===== src/rtl/iob_eth_mii_tx_sink.sv =====
// MII transmit sink: strips preamble/SFD, rebuilds bytes, checks the Ethernet FCS and
// queues frame bytes in a ready/valid FIFO with per-frame status.
module iob_eth_mii_tx_sink #(
  parameter int unsigned FIFO_DEPTH = 64,
  parameter int unsigned LEN_W      = 16,
  parameter int unsigned MIN_PRE    = 2
) (
  input  logic             clk_i,
  input  logic             rst_n_i,
  input  logic [3:0]       mii_txd_i,
  input  logic             mii_tx_en_i,
  input  logic             mii_tx_er_i,
  output logic [7:0]       byte_o,
  output logic             byte_valid_o,
  output logic             byte_last_o,
  input  logic             byte_ready_i,
  output logic             frame_done_o,
  output logic             frame_ok_o,
  output logic [LEN_W-1:0] frame_len_o,
  output logic             err_crc_o,
  output logic             err_sfd_o,
  output logic             err_align_o,
  output logic             err_txer_o,
  output logic             err_ovf_o,
  output logic [LEN_W-1:0] frame_cnt_o
);

  localparam int unsigned  PtrW       = $clog2(FIFO_DEPTH);
  localparam logic [PtrW:0] FullCnt   = (PtrW+1)'(FIFO_DEPTH);
  localparam logic [31:0]  CrcPoly    = 32'hEDB88320;
  localparam logic [31:0]  CrcResidue = 32'hDEBB20E3;

  typedef enum logic [1:0] {StIdle, StPre, StData, StDrop} state_e;

  function automatic logic [31:0] crc_byte(input logic [31:0] crc, input logic [7:0] data);
    logic [31:0] c;
    c = crc ^ {24'd0, data};
    for (int i = 0; i < 8; i++) begin
      c = c[0] ? ((c >> 1) ^ CrcPoly) : (c >> 1);
    end
    return c;
  endfunction

  state_e           state_q, state_d;
  logic             armed_q, armed_d;
  logic [7:0]       pre_cnt_q, pre_cnt_d;
  logic             odd_q, odd_d;
  logic [3:0]       low_q, low_d;
  logic [31:0]      crc_q, crc_d;
  logic [LEN_W-1:0] len_q, len_d;
  logic             stg_valid_q, stg_valid_d;
  logic [7:0]       stg_byte_q, stg_byte_d;
  logic             acc_sfd_q, acc_sfd_d;
  logic             acc_txer_q, acc_txer_d;
  logic             acc_ovf_q, acc_ovf_d;
  logic             done_q, done_d;
  logic             ok_q, ok_d;
  logic [LEN_W-1:0] flen_q, flen_d;
  logic [LEN_W-1:0] fcnt_q, fcnt_d;
  logic             e_crc_q, e_crc_d;
  logic             e_sfd_q, e_sfd_d;
  logic             e_align_q, e_align_d;
  logic             e_txer_q, e_txer_d;
  logic             e_ovf_q, e_ovf_d;

  logic [8:0]       mem_q [FIFO_DEPTH];
  logic [PtrW-1:0]  wptr_q, wptr_d;
  logic [PtrW-1:0]  rptr_q, rptr_d;
  logic [PtrW:0]    count_q, count_d;
  logic [8:0]       head;

  logic             push, push_last, push_ok, pop, full, ovf_now;
  logic             frame_end, align_err, crc_bad;
  logic [7:0]       nib_byte;

  always_comb begin
    state_d     = state_q;
    armed_d     = armed_q | ~mii_tx_en_i;
    pre_cnt_d   = pre_cnt_q;
    odd_d       = odd_q;
    low_d       = low_q;
    crc_d       = crc_q;
    len_d       = len_q;
    stg_valid_d = stg_valid_q;
    stg_byte_d  = stg_byte_q;
    acc_sfd_d   = acc_sfd_q;
    acc_txer_d  = acc_txer_q;
    acc_ovf_d   = acc_ovf_q;
    push        = 1'b0;
    push_last   = 1'b0;
    frame_end   = 1'b0;
    align_err   = 1'b0;
    nib_byte    = {mii_txd_i, low_q};

    unique case (state_q)
      StIdle: begin
        // armed_q keeps a frame already in flight at reset release from being accepted
        if (mii_tx_en_i && armed_q) begin
          state_d     = mii_tx_er_i ? StDrop : StPre;
          pre_cnt_d   = (mii_txd_i == 4'h5) ? 8'd1 : 8'd0;
          odd_d       = 1'b0;
          crc_d       = 32'hFFFF_FFFF;
          len_d       = '0;
          stg_valid_d = 1'b0;
          acc_sfd_d   = 1'b0;
          acc_txer_d  = mii_tx_er_i;
          acc_ovf_d   = 1'b0;
        end
      end
      StPre: begin
        if (!mii_tx_en_i) begin
          frame_end = 1'b1;
          state_d   = StIdle;
        end else if (mii_tx_er_i) begin
          acc_txer_d = 1'b1;
          state_d    = StDrop;
        end else if (mii_txd_i == 4'h5) begin
          if (pre_cnt_q != 8'hFF) pre_cnt_d = pre_cnt_q + 8'd1;
        end else if (mii_txd_i == 4'hD && 32'(pre_cnt_q) >= MIN_PRE) begin
          state_d = StData;
        end else begin
          acc_sfd_d = 1'b1;
          state_d   = StDrop;
        end
      end
      StData: begin
        if (!mii_tx_en_i) begin
          push      = stg_valid_q;
          push_last = 1'b1;
          align_err = odd_q;
          frame_end = 1'b1;
          state_d   = StIdle;
        end else if (mii_tx_er_i) begin
          push        = stg_valid_q;
          push_last   = 1'b1;
          stg_valid_d = 1'b0;
          acc_txer_d  = 1'b1;
          state_d     = StDrop;
        end else if (!odd_q) begin
          low_d = mii_txd_i;
          odd_d = 1'b1;
        end else begin
          odd_d = 1'b0;
          crc_d = crc_byte(crc_q, nib_byte);
          if (len_q != {LEN_W{1'b1}}) len_d = len_q + LEN_W'(1);
          // one-byte stage lets the final byte be tagged last when tx_en drops
          push        = stg_valid_q;
          stg_byte_d  = nib_byte;
          stg_valid_d = 1'b1;
        end
      end
      StDrop: begin
        if (!mii_tx_en_i) begin
          frame_end = 1'b1;
          state_d   = StIdle;
        end
      end
      default: state_d = StIdle;
    endcase

    pop     = byte_ready_i & (count_q != '0);
    full    = (count_q == FullCnt);
    push_ok = push & (~full | pop);
    ovf_now = push & full & ~pop;
    if (ovf_now) acc_ovf_d = 1'b1;

    wptr_d  = push_ok ? wptr_q + PtrW'(1) : wptr_q;
    rptr_d  = pop ? rptr_q + PtrW'(1) : rptr_q;
    count_d = count_q;
    if (push_ok && !pop) begin
      count_d = count_q + (PtrW+1)'(1);
    end else if (pop && !push_ok) begin
      count_d = count_q - (PtrW+1)'(1);
    end

    done_d    = frame_end;
    ok_d      = ok_q;
    flen_d    = flen_q;
    fcnt_d    = fcnt_q;
    e_crc_d   = e_crc_q;
    e_sfd_d   = e_sfd_q;
    e_align_d = e_align_q;
    e_txer_d  = e_txer_q;
    e_ovf_d   = e_ovf_q;
    crc_bad   = (len_q != '0) && (crc_q != CrcResidue);
    if (frame_end) begin
      flen_d    = len_q;
      e_crc_d   = crc_bad;
      e_sfd_d   = acc_sfd_q | (state_q == StPre);
      e_align_d = align_err;
      e_txer_d  = acc_txer_q;
      e_ovf_d   = acc_ovf_q | ovf_now;
      ok_d      = !(e_crc_d | e_sfd_d | e_align_d | e_txer_d | e_ovf_d) &&
                  (len_q >= LEN_W'(4));
      fcnt_d    = fcnt_q + LEN_W'(1);
    end
  end

  always_ff @(posedge clk_i) begin
    if (!rst_n_i) begin
      state_q     <= StIdle;
      armed_q     <= 1'b0;
      pre_cnt_q   <= '0;
      odd_q       <= 1'b0;
      low_q       <= '0;
      crc_q       <= 32'hFFFF_FFFF;
      len_q       <= '0;
      stg_valid_q <= 1'b0;
      stg_byte_q  <= '0;
      acc_sfd_q   <= 1'b0;
      acc_txer_q  <= 1'b0;
      acc_ovf_q   <= 1'b0;
      done_q      <= 1'b0;
      ok_q        <= 1'b0;
      flen_q      <= '0;
      fcnt_q      <= '0;
      e_crc_q     <= 1'b0;
      e_sfd_q     <= 1'b0;
      e_align_q   <= 1'b0;
      e_txer_q    <= 1'b0;
      e_ovf_q     <= 1'b0;
      wptr_q      <= '0;
      rptr_q      <= '0;
      count_q     <= '0;
    end else begin
      state_q     <= state_d;
      armed_q     <= armed_d;
      pre_cnt_q   <= pre_cnt_d;
      odd_q       <= odd_d;
      low_q       <= low_d;
      crc_q       <= crc_d;
      len_q       <= len_d;
      stg_valid_q <= stg_valid_d;
      stg_byte_q  <= stg_byte_d;
      acc_sfd_q   <= acc_sfd_d;
      acc_txer_q  <= acc_txer_d;
      acc_ovf_q   <= acc_ovf_d;
      done_q      <= done_d;
      ok_q        <= ok_d;
      flen_q      <= flen_d;
      fcnt_q      <= fcnt_d;
      e_crc_q     <= e_crc_d;
      e_sfd_q     <= e_sfd_d;
      e_align_q   <= e_align_d;
      e_txer_q    <= e_txer_d;
      e_ovf_q     <= e_ovf_d;
      wptr_q      <= wptr_d;
      rptr_q      <= rptr_d;
      count_q     <= count_d;
    end
  end

  always_ff @(posedge clk_i) begin
    if (push_ok) mem_q[wptr_q] <= {push_last, stg_byte_q};
  end

  assign head         = mem_q[rptr_q];
  assign byte_valid_o = (count_q != '0);
  assign byte_o       = byte_valid_o ? head[7:0] : 8'h00;
  assign byte_last_o  = byte_valid_o & head[8];
  assign frame_done_o = done_q;
  assign frame_ok_o   = ok_q;
  assign frame_len_o  = flen_q;
  assign err_crc_o    = e_crc_q;
  assign err_sfd_o    = e_sfd_q;
  assign err_align_o  = e_align_q;
  assign err_txer_o   = e_txer_q;
  assign err_ovf_o    = e_ovf_q;
  assign frame_cnt_o  = fcnt_q;

endmodule


===== config.mk =====
export PLATFORM = sky130hd
export DESIGN_NAME = iob_eth_mii_tx_sink
export DESIGN_NICKNAME = d
export VERILOG_FILES = /design/src/rtl/iob_eth_mii_tx_sink.sv
export SDC_FILE = /design/constraint.sdc
export NUM_CORES = 1
export LEC_CHECK = 0
export CORE_MARGIN = 2
export CORE_UTILIZATION = 45
export CTS_CLUSTER_SIZE = 28
export DETAILED_ROUTE_END_ITERATION = 7
export PLACE_DENSITY = 0.7
export SYNTH_ARGS = -nofsm -noshare
export SYNTH_HDL_FRONTEND = slang
export SYNTH_SLANG_ARGS = --single-unit

===== constraint.sdc =====
create_clock -name clk_i -period 3.08 [get_ports clk_i]
set_input_delay 0.616 -clock clk_i [delete_from_list [all_inputs] [get_ports clk_i]]
set_output_delay 0.616 -clock clk_i [all_outputs]
set_load 0.05 [all_outputs]

* Word-level counts from Yosys, hierarchy flattened *
Memories as Yosys holds them, arrays and structs flattened. A register that Yosys moved wholly into a read port is not among the register bits.
Index checks and enable logic that the tools add are counted.

cells by class
  shifts and indexed selects = 0
  divide/modulo/power cells = 0
  bitwise operators = 27
  muxes and demuxes = 74
  $lt $le $gt $ge = 2
  multiply operators = 0
  equal/unequal tests = 26
  add/sub/neg operators = 7
  reductions and logical operators = 31

operators by type and width
  kind                                                                     count
  32-bit two-way mux                                                       12
  13-bit NOT with 14-bit output                                            8
  16-bit two-way mux                                                       5
  32-bit case mux with 2 select lines                                      1
  8-bit two-way mux                                                        6
  16-bit by 1-bit adder with 16-bit output (second input constant)         2
  32-bit != test (second input constant)                                   1
  16-bit case mux with 2 select lines                                      1
  32-bit by 8-bit XOR with 32-bit output                                   1
  1-bit two-way mux                                                        31
  2-bit != test (second input constant)                                    12
  4-bit AND reduction                                                      6
  6-bit AND reduction                                                      3
  16-bit by 3-bit >= comparator with 1-bit output (second input constant)  1
  2-bit two-way mux                                                        8
  16-bit != test (second input constant)                                   1
  8-bit case mux with 2 select lines                                       1
  16-bit nonzero test                                                      1
  7-bit two-way mux                                                        2
  6-bit by 1-bit adder with 6-bit output (second input constant)           2
  6-bit two-way mux                                                        2
  2-bit nonzero test                                                       6
  8-bit by 1-bit adder with 8-bit output (second input constant)           1
  8-bit by 2-bit >= comparator with 1-bit output (second input constant)   1
  other kinds (24)                                                         52

word-level totals
  latch bits = 0
  RAM bits = 576
  register bits after elaboration = 134
  bits of input ports = 9
  bits in read-only memories = 0
  memories = 1
  output and inout port bits = 49
  logic and storage cells = 192

memory list
  memory  depth  width  rd ports  clocked after Yosys merged registers in  wr ports  line  text
  mem_q   64     9      1         1                                        1         66    logic [8:0] mem_q [FIFO_DEPTH];

* Logic depth before layout (Yosys ltp) *
  depth in word-level cells = 21
  mapped depth = 14
  gate-level depth less buffers = 13

* Worst setup path before layout *
No wires, ideal clock.

  kind = register to register
  start = register count_q[2]
  end = register count_q[6]
  buffers on the path = 1
  period minus slack after synthesis = 3.288 ns
  setup time = 0.072 ns
  stages on the path, launching flop included = 14
  required time = 3.008 ns
  data arrival time = 3.216 ns
  setup slack = -0.208 ns
  cell sequence = dfxtp_1 -> or4_4 -> or4b_1 -> buf_2 -> nand2_4 -> inv_4 -> ha_1 -> inv_1 -> ha_1 -> a21o_1 -> a21o_1 -> a211o_1 -> o211ai_1 -> mux2i_1

on the way
  cells in the longest elaborated chain, start to end = 7
  elaborated cells on any way between the ends = 15
  those cells by class = add/sub: 2; eq/ne: 1; mux: 2; bitwise: 4; reduce/logical: 6

ends and longest elaborated chain
  element                                              line      text
  start: declaration                                   69        logic [PtrW:0] count_q, count_d;
  start signal: assignment                             249       count_q <= count_d;
  7-bit nonzero test or 7-bit == test (tied branches)  161, 162
  1-bit bitwise AND or 1-bit NOT (tied branches)       161, 163
  1-bit bitwise OR *                                   163       push_ok = push & (~full | pop);
  1-bit bitwise AND *                                  163
  named net push_ok                                    72        logic push, push_last, push_ok, pop, full, ovf_now;
  1-bit logical NOT                                    172       end else if (pop && !push_ok) begin
  1-bit logical AND                                    172
  2-bit nonzero test (no source line)                  -

Mark *: on every way through the listed nets, which the timed path passes. The rest lies on a longest branch. The select of a mux whose other input is x is not followed.
A chain may end at the register's enable or synchronous reset.

==> flow_metrics.env <==
export IMPL_die_area_sq_mm=0.0674
export IMPL_layout_drive_gt1_share=0.273
export IMPL_dr_total_vias=16700
export IMPL_ys_types=75
export IMPL_worstPathMaxFanout=8
export IMPL_ys_ff_latch=716
export IMPL_async_reset_ff_frac=0
export IMPL_rows=93
export IMPL_synth_sequential_area_ratio=0.684
export IMPL_detail_route_antenna_nets=0
export IMPL_synth_adder_area_share=0.00834
export IMPL_drv_cap=0
export IMPL_max_freq_mhz=295
export IMPL_drt_drc_violations_left=0
export IMPL_grt_max_degree=65
export IMPL_setup_viol=9
export IMPL_wirelength_mm=68.5
export IMPL_yosys_area_share_xor_xnor=0.0413
export IMPL_cts_tree="done"
export IMPL_power_density_mw_per_mm2=728
export IMPL_final_setup_worst_slack_ns=-0.306
export IMPL_slew_headroom=0.326
export IMPL_overflow=0
export IMPL_worst_clock_skew_ns=0.0325
export IMPL_yosysWarnings=0
export IMPL_dp_hpwl_mm=42.4
export IMPL_critPathRequiredTime_ns=2.46
export IMPL_root_buffer="clkbuf_16"
export IMPL_synth_top_family_by_area="multiplexers"
export IMPL_synth_edf_count=576
export IMPL_setup_worst_path_end_class="output port"
export IMPL_io_pins=58
export IMPL_fin_util=0.552
export IMPL_synth_area_per_cell_sq_um=16.5
export IMPL_syn_to_final_growth_pct=21.2
export IMPL_coreArea_sq_mm=0.0646
export IMPL_worstSetupPathType="reg2out"
export IMPL_outcome="finished with violations"
export IMPL_cts_path_max_buffers=3
export IMPL_start_util=0.455
export IMPL_r2r_start="count_q[2]"
export IMPL_dieHeight_microns=260
export IMPL_hold_viol_final=0
export IMPL_slew_viol_final=0
export IMPL_hp_start="stg_byte_q[1]"
export IMPL_cts_buffers_inserted=76
export IMPL_syn_inst=1787
export IMPL_avgViaCountPerCell=5.69
export IMPL_synthSimpleGateAreaFrac=0.0681
export IMPL_grt_pass1_wl_mm=105
export IMPL_routedWlPerCell_microns=23.3
export IMPL_muxShareOfSynthArea=0.137
export IMPL_antenna_found_initial=0
export IMPL_clk_pin_slew_ns=0.06
export IMPL_violations="negative setup slack"
export IMPL_hold_path_class="reg2reg"
export IMPL_place_congestion=0.835
export IMPL_io_buffers=57
export IMPL_vdd_ir_drop_max_mv=0.418
export IMPL_diodes=0
export IMPL_worst_pin_slew_ns=1.01
export IMPL_insertion_delay_ns=0.63
export IMPL_syn_nets=1815
export IMPL_ys_flop_type="edfxtp_1"
export IMPL_synth_area_sq_mm=0.0294
export IMPL_cellLeakagePower_nw=12.7
export IMPL_first_global_vias=17000
export IMPL_cts_htree_levels=3
export IMPL_finalNetCount=2046
export IMPL_track_usage=0.207
export IMPL_cts_hold_buf=0
export IMPL_worst_ep_arrival_time_ns=2.77
export IMPL_die_x_microns=260
export IMPL_cts_sinks=716
export IMPL_fin_tns_setup_ns=-2.65
export IMPL_finalCritPeriodShare=1.10
export IMPL_start_kind="register"
export IMPL_rsz0062_at_grt="yes"
export IMPL_dr_pass1_iters=7
export IMPL_fin_crit_ns=3.39
export IMPL_drtIter0Drc=1807
export IMPL_synth_compound_area_frac=0.0448
kinds of logic after synthesis:
group                      after synthesis
DFF                                    716
xor gates and xnor gates                95
adders and majority gates               19
muxes                                  223
and+or+nand+nor                        408
AOI/OAI and AO/OA                      205
buffers and inverters                  121
Yosys cell counts, drive strengths merged, types with 3 or more instances:
cell type,n,area (sq um)
nor2b,7,43.8
nand4,15,109
ha,18,225
a211o,9,78.8
or4b,3,30.0
o31ai,6,50.1
nor4b,3,26.3
nand2b,4,25.0
and3,4,25.0
nand3,29,150
buf,38,175
xnor3,9,203
o211a,3,30.0
a21o,4,30.0
a22oi,37,278
or2,4,25.0
mux4,144,3240
edfxtp,576,17300
o21ai,29,145
a211oi,3,27.5
mux2i,79,791
and2,9,56.3
clkbuf,62,233
nand2,133,507
or3,18,113
xor2,26,228
xor3,6,143
nor4,11,68.8
nand3b,7,60.1
and4,4,35.0
o22ai,24,150
o21a,3,22.5
o211ai,6,45.0
or4,7,56.3
dfxtp,140,2800
inv,21,81.3
nor2,126,475
nor4bb,3,30.0
nor3b,5,37.5
xnor2,54,642
a21oi,67,335
nor3,8,40.0
path summary, 6_finish.rpt:
path | slack, ns | depth (start not counted) | to
worst max-delay path | -0.31 | 9 | byte_o[2]
worst min-delay path | 0.45 | 0 | mem_q[18][1]
worst max register to register | 0.12 | 13 | count_q[5]
worst min register to register | 0.45 | 0 | mem_q[18][1]
cell usage in the layout, fill, tap and decap left out, types with 15 or more instances in the layout:
master,synthesis,final
edfxtp_1,576,576
buf_4,2,158
mux4_2,144,144
nand2_1,132,128
dfxtp_1,140,128
nor2_1,125,124
clkbuf_16,0,77
a21oi_1,67,66
mux2i_1,79,50
clkdlybuf4s50_1,0,47
xnor2_1,42,42
nand3_1,28,28
o21ai_0,28,28
xor2_1,26,26
a22oi_1,37,23
inv_1,20,18
clkinv_1,0,18
or3_1,18,17
clkbuf_1,62,17
buf_12,0,17
mux2i_2,0,15
o22ai_1,24,15
ha_1,18,15
buf_6,0,15
power breakdown:
group	switching (W)	total (W)	internal (W)	leakage (nW)
clock	0.00383	0.00916	0.00533	1.20
sequential	0.000204	0.0108	0.0106	7.46
combinational	0.00301	0.00600	0.00299	4.01
total	0.00704	0.0259	0.0189	12.7
timing repair:
item | CTS | global route
endpoints found under the setup margin | 13 | 12
resized for setup | 102 | 8
pin swaps | 27 | 13
buffers inserted | 16 | 3
gates cloned | 9 | 0
final cells by class:
cell class	instances	area, sq um
repair buffers	253	2600
inverters	21	86.3
clock inverters	48	513
clock buffers	94	1990
well taps	855	1070
flip-flops and latches	716	20100
fillers	4913	28900
multi-input cells	950	9260
registers in the layout (all words and copies together), names as in the netlist, 2 cells and up, named ones only:
| name | count |
|---|---|
| rptr_q | 6 |
| stg_byte_q | 8 |
| crc_q | 32 |
| len_q | 16 |
| wptr_q | 6 |
| low_q | 4 |
| count_q | 7 |
| pre_cnt_q | 8 |
| state_q | 2 |
| mem_q | 576 |
| frame_len_o | 16 |
| frame_cnt_o | 16 |
metal layers:
metal | part of all wire | GRT usage | vias to the layer above
met4 | 0.024 | 0.0599 | 0
met5 | 0 | 0 | -
met2 | 0.50 | 0.346 | 573
met3 | 0.061 | 0.0341 | 110
li1 | - | - | 7455
met1 | 0.42 | 0.281 | 8572
critical path: stages (launching register included):
cell,delay [ns]
dfxtp_4,0.39
buf_12,0.13
buf_16,0.16
buf_16,0.16
mux4_2,0.54
mux2i_2,0.25
a22oi_1,0.13
nand2_1,0.10
o22ai_2,0.11
buf_6,0.17
per-stage QoR:
stage | area [sq um] | worst slack, ns | cells | hold WS, ns | power, W
6_report | 35600 | -0.306 | 2937 | 0.446 | 0.0259
5_1_grt | 35600 | -0.446 | 2937 | 0.454 | 0.0269
4_1_cts | 35600 | -0.344 | 2934 | 0.445 | 0.0261
3_5_place_dp | 32100 | -0.256 | 2767 | 0.431 | 0.0161
3_3_place_gp | 32100 | -0.184 | 2767 | 0.423 | 0.0160
2_1_floorplan | 29400 | 0.00684 | 1787 | 0.445 | 0.0146
Power figures use the tool's default switching activity.
